==> config.mk <==
export PLATFORM = sky130hd
export DESIGN_NAME = conv_frame_packer
export DESIGN_NICKNAME = d
export VERILOG_FILES = /design/src/rtl/conv_frame_packer.sv
export SDC_FILE = /design/constraint.sdc
export NUM_CORES = 1
export LEC_CHECK = 0
export BUFFER_PORTS_ARGS = -buffer_cell sky130_fd_sc_hd__buf_2
export CAP_MARGIN = 20
export CORE_AREA = 2 2 132 134
export DETAILED_ROUTE_END_ITERATION = 16
export DIE_AREA = 0 0 134 136
export PLACE_DENSITY_LB_ADDON = 0.12
export SETUP_SLACK_MARGIN = 0.2
export SYNTH_ARGS = -nofsm -noshare
export SYNTH_HDL_FRONTEND = slang
export SYNTH_SLANG_ARGS = --single-unit
==> constraint.sdc <==
create_clock -name clk -period 2.1 [get_ports clk]
set_input_delay 0 -clock clk [delete_from_list [all_inputs] [get_ports clk]]
set_output_delay 0 -clock clk [all_outputs]
set_load 0.01 [all_outputs]
==> src/rtl/conv_frame_packer.sv <==
`default_nettype none
// ============================================================================
// Module   : conv_frame_packer
// Purpose  : Packs a raster-order 4-bit pixel stream into the 5x5 frame word
//            used by the 3x3 convolution core. Pixel k = row*COLS+col goes to
//            frame bits [PIX_W*k +: PIX_W]. An assembly buffer and an output
//            holding register let one frame fill while the previous one waits.
// Revision : 1.0 - initial release
// ============================================================================
module conv_frame_packer #(
  parameter int PIX_W = 4,
  parameter int ROWS  = 5,
  parameter int COLS  = 5
) (
  input  logic                        clk,
  input  logic                        rst_n,
  input  logic [PIX_W-1:0]            pix_in,
  input  logic                        pix_valid,
  input  logic                        pix_sof,
  output logic                        pix_ready,
  output logic [ROWS*COLS*PIX_W-1:0]  frame_out,
  output logic                        frame_valid,
  input  logic                        frame_ready,
  output logic [4:0]                  pix_cnt,
  output logic                        err_sof
);

  localparam int                NPIX     = ROWS * COLS;
  localparam int                FW       = NPIX * PIX_W;
  localparam int                CNT_W    = 5;
  localparam logic [CNT_W-1:0]  LAST_IDX = CNT_W'(NPIX - 1);
  localparam logic [CNT_W-1:0]  ONE      = CNT_W'(1);

  // FILL: accepting pixels. FULL: a complete frame sits in the assembly
  // buffer because the output register is still occupied.
  typedef enum logic [0:0] {
    ST_FILL = 1'b0,
    ST_FULL = 1'b1
  } state_t;

  state_t                         state_q;
  state_t                         state_d;

  logic [NPIX-1:0][PIX_W-1:0]     asm_q;
  logic [FW-1:0]                  asm_flat;

  logic                           accept;
  logic                           consume;
  logic                           slot_free;

  logic                           wr_en;
  logic [CNT_W-1:0]               wr_idx;
  logic [CNT_W-1:0]               cnt_d;
  logic                           load_direct;
  logic                           load_asm;
  logic                           sof_abort;

  assign asm_flat  = asm_q;
  assign pix_ready = (state_q == ST_FILL);
  assign accept    = pix_valid & pix_ready;
  assign consume   = frame_valid & frame_ready;
  // The output register can take a new frame if empty or emptying now.
  assign slot_free = ~frame_valid | frame_ready;

  // State register.
  always_ff @(posedge clk or negedge rst_n) begin
    if (!rst_n) begin
      state_q <= ST_FILL;
    end else begin
      state_q <= state_d;
    end
  end

  // Next-state and datapath control decode.
  always_comb begin
    state_d     = state_q;
    wr_en       = 1'b0;
    wr_idx      = pix_cnt;
    cnt_d       = pix_cnt;
    load_direct = 1'b0;
    load_asm    = 1'b0;
    sof_abort   = 1'b0;
    case (state_q)
      ST_FILL: begin
        if (accept) begin
          if (pix_sof) begin
            // An sof pixel always restarts at slot 0, even at the last index.
            wr_en     = 1'b1;
            wr_idx    = '0;
            cnt_d     = ONE;
            sof_abort = (pix_cnt != '0);
          end else if (pix_cnt == LAST_IDX) begin
            if (slot_free) begin
              // Bypass the last slot straight into the output register.
              load_direct = 1'b1;
              cnt_d       = '0;
            end else begin
              wr_en   = 1'b1;
              state_d = ST_FULL;
            end
          end else begin
            wr_en = 1'b1;
            cnt_d = pix_cnt + ONE;
          end
        end
      end
      ST_FULL: begin
        if (slot_free) begin
          load_asm = 1'b1;
          cnt_d    = '0;
          state_d  = ST_FILL;
        end
      end
      default: begin
        state_d = ST_FILL;
      end
    endcase
  end

  // Assembly buffer: one register per pixel slot.
  generate
    for (genvar i = 0; i < NPIX; i++) begin : g_slot
      // Write this slot when the accepted pixel is addressed to it.
      always_ff @(posedge clk or negedge rst_n) begin
        if (!rst_n) begin
          asm_q[i] <= '0;
        end else if (wr_en && (wr_idx == CNT_W'(i))) begin
          asm_q[i] <= pix_in;
        end
      end
    end
  endgenerate

  // Output holding register; frame_out keeps its value after consumption.
  always_ff @(posedge clk or negedge rst_n) begin
    if (!rst_n) begin
      frame_out   <= '0;
      frame_valid <= 1'b0;
    end else if (load_direct) begin
      frame_out   <= {pix_in, asm_flat[FW-PIX_W-1:0]};
      frame_valid <= 1'b1;
    end else if (load_asm) begin
      frame_out   <= asm_flat;
      frame_valid <= 1'b1;
    end else if (consume) begin
      frame_valid <= 1'b0;
    end
  end

  // Pixel index counter and partial-frame abort pulse.
  always_ff @(posedge clk or negedge rst_n) begin
    if (!rst_n) begin
      pix_cnt <= '0;
      err_sof <= 1'b0;
    end else begin
      pix_cnt <= cnt_d;
      err_sof <= sof_abort;
    end
  end

endmodule
`default_nettype wire

Yosys cells after proc, flatten, opt, wreduce, memory -nomap -nowiden
Index checks and enable logic that the tools add are counted.
- register bits after elaboration: 208
- bits in latches: 0
- output and inout bits: 108
- ROM bits: 0
- logic and storage cells: 122
- memories kept: 0
- memory bits (writable): 0
- eq/ne operators: 26
- shifts and indexed selects: 0
- add/sub/neg operators: 1
- mux-type cells: 31
- $mul: 0
- div/mod/pow operators: 0
- magnitude comparators: 0
- bitwise logic cells: 5
- reductions and logical operators: 29
- operator list (operator ; number):
    100-bit two-way mux ; 2
    5-bit equality test (second input constant) ; 10
    5-bit by 4-bit equality test with 1-bit output (second input constant) ; 8
    5-bit two-way mux ; 7
    1-bit logical AND ; 25
    5-bit by 3-bit equality test with 1-bit output (second input constant) ; 4
    1-bit two-way mux ; 20
    5-bit by 2-bit equality test with 1-bit output (second input constant) ; 2
    5-bit one-hot mux with 2 select lines ; 1
    5-bit by 1-bit adder with 5-bit output (second input constant) ; 1
    5-bit by 1-bit equality test with 1-bit output (second input constant) ; 1
    5-bit zero test ; 1
    5-bit nonzero test ; 1
    3-bit nonzero test ; 1
    1-bit bitwise AND ; 2
    2-bit by 1-bit != test with 1-bit output (second input constant) ; 1
    1-bit inverter ; 2
    1-bit one-hot mux with 2 select lines ; 1
    2-bit nonzero test ; 1
    1-bit OR ; 1

Depth between registers and ports, before layout
- depth after elaboration: 8
- gate-level depth with buffers: 10

Worst setup path after synthesis
OpenSTA, ideal clock, no wires.
- path kind: register -> register
- start: register pix_cnt[0]
- end: register frame_out[44]
- arrival time: 1.917 ns
- setup slack: 0.058 ns
- stages on the path, launching flop included: 10
- library setup time: 0.125 ns
- cell sequence: dfrtp_1 -> inv_1 -> ha_1 -> and4b_1 -> buf_6 -> a21oi_4 -> nor2_4 -> buf_6 -> buf_6 -> mux2_4
- longest elaborated chain between the ends: 6
- RTL lines (what ; RTL line ; source):
    start, declared ; 24 ; output logic [4:0] pix_cnt,
    start signal, assigned ; 156 ; pix_cnt <= cnt_d;
    5-bit equality test (*) ; 92 ; end else if (pix_cnt == LAST_IDX) begin
    1-bit two-way mux (*) ; 92 ;
    1-bit two-way mux (*) ; 86 ; if (pix_sof) begin
    1-bit two-way mux (*) ; 85 ; if (accept) begin
    1-bit two-way mux (*) ; 83 ; case (state_q)
    100-bit two-way mux or 2-bit nonzero test (tied branches) ; - ;
    end signal, assigned ; 140 ; frame_out <= {pix_in, asm_flat[FW-PIX_W-1:0]};
    end signal, assigned ; 143 ; frame_out <= asm_flat;
    end, declared ; 21 ; output logic [ROWS*COLS*PIX_W-1:0] frame_out,
Mark *: on every way between the ends. The rest lies on a longest branch, timed or not.
A chain may end at the register's enable or synchronous reset.

Worst setup path after layout
- start: register pix_cnt[0]
- end: register frame_out[35]
The elaborated chain is that of the path after synthesis.

==> metrics <==
GRT Total Usage 0.2023; met2 wire len 8914 um; Crit. Startpoint pix_cnt[0]; CP Class reg2reg; Synth Net Count 540; die width 134 um; required time of the critical path 2.49 ns; post-synth design cell area 8367 um^2; Crit path depth 8; MaxCap Viol Count 0; clk root buf clkbuf_16; most frequent cells in the layout dfrtp_1, mux2_2, buf_2, mux2_4; Hold Crit Depth 3; area of the multi-input gates roughly 3100 um^2; delay-heaviest family, CP buffers and inverters; worst slew pin tran around 0.63 ns; Ys Warns 0; status finished, final reports clean; largest net degree at the start of global routing 75; final wirelength 18590 um; Slew HR 0.5819; slowest stage delay, CP around 0.43 ns; Worst path slowest cell dfrtp_2; layout cell share with drive strength beyond 1 0.5839; starting density of the core 0.4958; final net count 704; FF/Latch Area 5206 um^2; Unique masters post-synth 37; commonest non-fill, non-tap cell in the layout dfrtp_1; post-route minimum period just under 2 ns; Post-synth EDFFs 0; fmax 517.4 MHz; vias in the first global route just over 5000; 1st-pass router iterations 4; CP arrival 2.32 ns; Cells after Synth 529; area of the core about 17000 um^2; Rows 48; Top Ports 117; Clk Latency, worst-skew pair 0.50 ns; # clock sinks around 210; Reg2Reg Launch Point pix_cnt[0]; endpoints failing setup 0; CP Capture Type register; DP HPWL about 11000 um; vias per inst 5.191; max layer used met4; DRC violations left 0; RSZ-0062 raised after global routing true; hold path startpoint pix_in[3]; VDD IR-drop max 0.5626 mV; Syn-to-layout area delta 28.19%; CP startpoint kind register; Leakage 5.569 nW; power per cell area 872.9 nW/um^2; buffers added on ports 116; global-route wire length before repair 28660 um; Seq/Total Area, Yosys 0.6221; total grt overflow 0; average cell area after synthesis 15.82 um^2; Final Cycle Share 0.9204; ANT nets after route 0; GPL Wtd Cong approximately 0.83; Slew Viols, Final 0; R2R depth 8; maximum buffer depth of the clock tree 3; Ant. Diodes 0; DRT iter0 DRCs between 200 and 250; H-tree lvl count 1; WL met1 8510 um; Primary FF master, synth dfrtp_1; die area 18220 um^2; Worst-path clk slew ~0.060 ns; Synth async-reset ratio 1.000; CTS tree built; fillers 1232; clk_skew 0.01430 ns; WL met3 876 um; WL per Instance ~20 um; Yosys reg bits 208; DR vias 4848; worst hold slack 0.02580 ns; Chip Height ~140 um; initial antenna violation count 0; crit path max fanout 14; setup TNS 0 ns; worst path cell trace inv_4 -> ha_4 -> and4b_2 -> a21oi_4 -> nor2_4 -> buf_4 -> clkbuf_16 -> mux2_2; Fin. Hold Viols 0; worst path bufs/invs 3; HP Class in2reg; CTS Buf Count 22
==> power breakdown <==
| part | switching [mW] | internal [mW] |
|---|---|---|
| Combinational | 0.317 | 0.299 |
| Clock | 1.54 | 2.78 |
| Sequential | 0.150 | 4.27 |
| Total | 2.01 | 7.35 |
==> final timing paths <==
path                                 end  slack, ns
max                        frame_out[35]       0.17
min                        frame_out[99]       0.03
max reg2reg                frame_out[35]       0.17
min reg2reg                frame_out[75]       0.50
max in group asynchronous   asm_flat[41]       1.30
min in group asynchronous  frame_out[47]       0.10
==> metal layers <==
| layer | GRT usage | vias up |
|---|---|---|
| met1 | 0.2830 | 2518 |
| met5 | 0 | - |
| li1 | - | 2203 |
| met4 | 0.05615 | 0 |
| met2 | 0.3254 | 105 |
| met3 | 0.03952 | 22 |
==> repair_timing <==
action	CTS	global route
resized for setup	9	31
gates cloned	5	5
hold buffers	5	0
pin swaps	3	1
endpoints found under the hold margin	105	0
endpoints found under the setup margin	120	126
setup buffers	8	3
==> final cells by class <==
cell class | count | area share
multi-input cells | 290 | 0.2899
repair buffers | 166 | 0.1189
flip-flops and latches | 208 | 0.4854
inverters | 5 | 0.002217
clock buffers | 30 | 0.06078
clock inverters | 10 | 0.01657
well taps | 225 | 0.02625
==> metrics by stage <==
stage	setup slack, ns	cell area (um^2)	power (mW)	instances	util
global route	0.1085	10730	9.715	934	0.6355
CTS	0.1566	10440	9.431	926	0.6186
global placement	0.07721	9321	5.038	868	0.5523
floorplan	0.1171	8404	4.778	529	-
finish	0.1671	10730	9.362	934	0.6355
detailed placement	0.02680	9321	5.072	868	0.5523
==> cell usage after synthesis, types with 2 or more instances <==
cell type | count | area (um^2)
nor2b_1 | 3 | 18.77
buf_2 | 7 | 35.03
clkbuf_1 | 11 | 41.29
nand4_1 | 3 | 18.77
nor3_1 | 4 | 20.02
nor4b_1 | 2 | 17.52
nor4_1 | 2 | 12.51
mux2_2 | 156 | 1757
nor3b_2 | 2 | 25.02
o21ai_0 | 11 | 55.05
ha_1 | 2 | 25.02
dfrtp_1 | 208 | 5205
nand3_1 | 3 | 15.01
nor2_1 | 8 | 30.03
inv_1 | 5 | 18.77
a21oi_1 | 2 | 10.01
buf_6 | 7 | 78.83
mux2i_1 | 4 | 40.04
nand2_1 | 28 | 105.1
mux2_4 | 40 | 600.6
nand2b_1 | 4 | 25.02
nor4b_4 | 2 | 47.55
==> worst min-delay path, cell delays in order <==
cell,delay [ns]
buf_2,0.29
nand2_1,0.12
o21ai_0,0.06
==> state kept, by name (all words and copies together), names as in the netlist <==
register and cells:
asm_flat 100, frame_out 100, pix_cnt 5, err_sof 1, frame_valid 1, state_q 1
==> logic make-up after synthesis <==
kind of cell,Yosys count,share of synthesized area
mux,200,0.2865
compound gates,17,0.01271
xor+xnor,1,0.001047
buf+inv,31,0.02168
fa+ha+maj,2,0.002990
flops,208,0.6221
simple gates,70,0.05294
(Power assumes the default switching activity.)
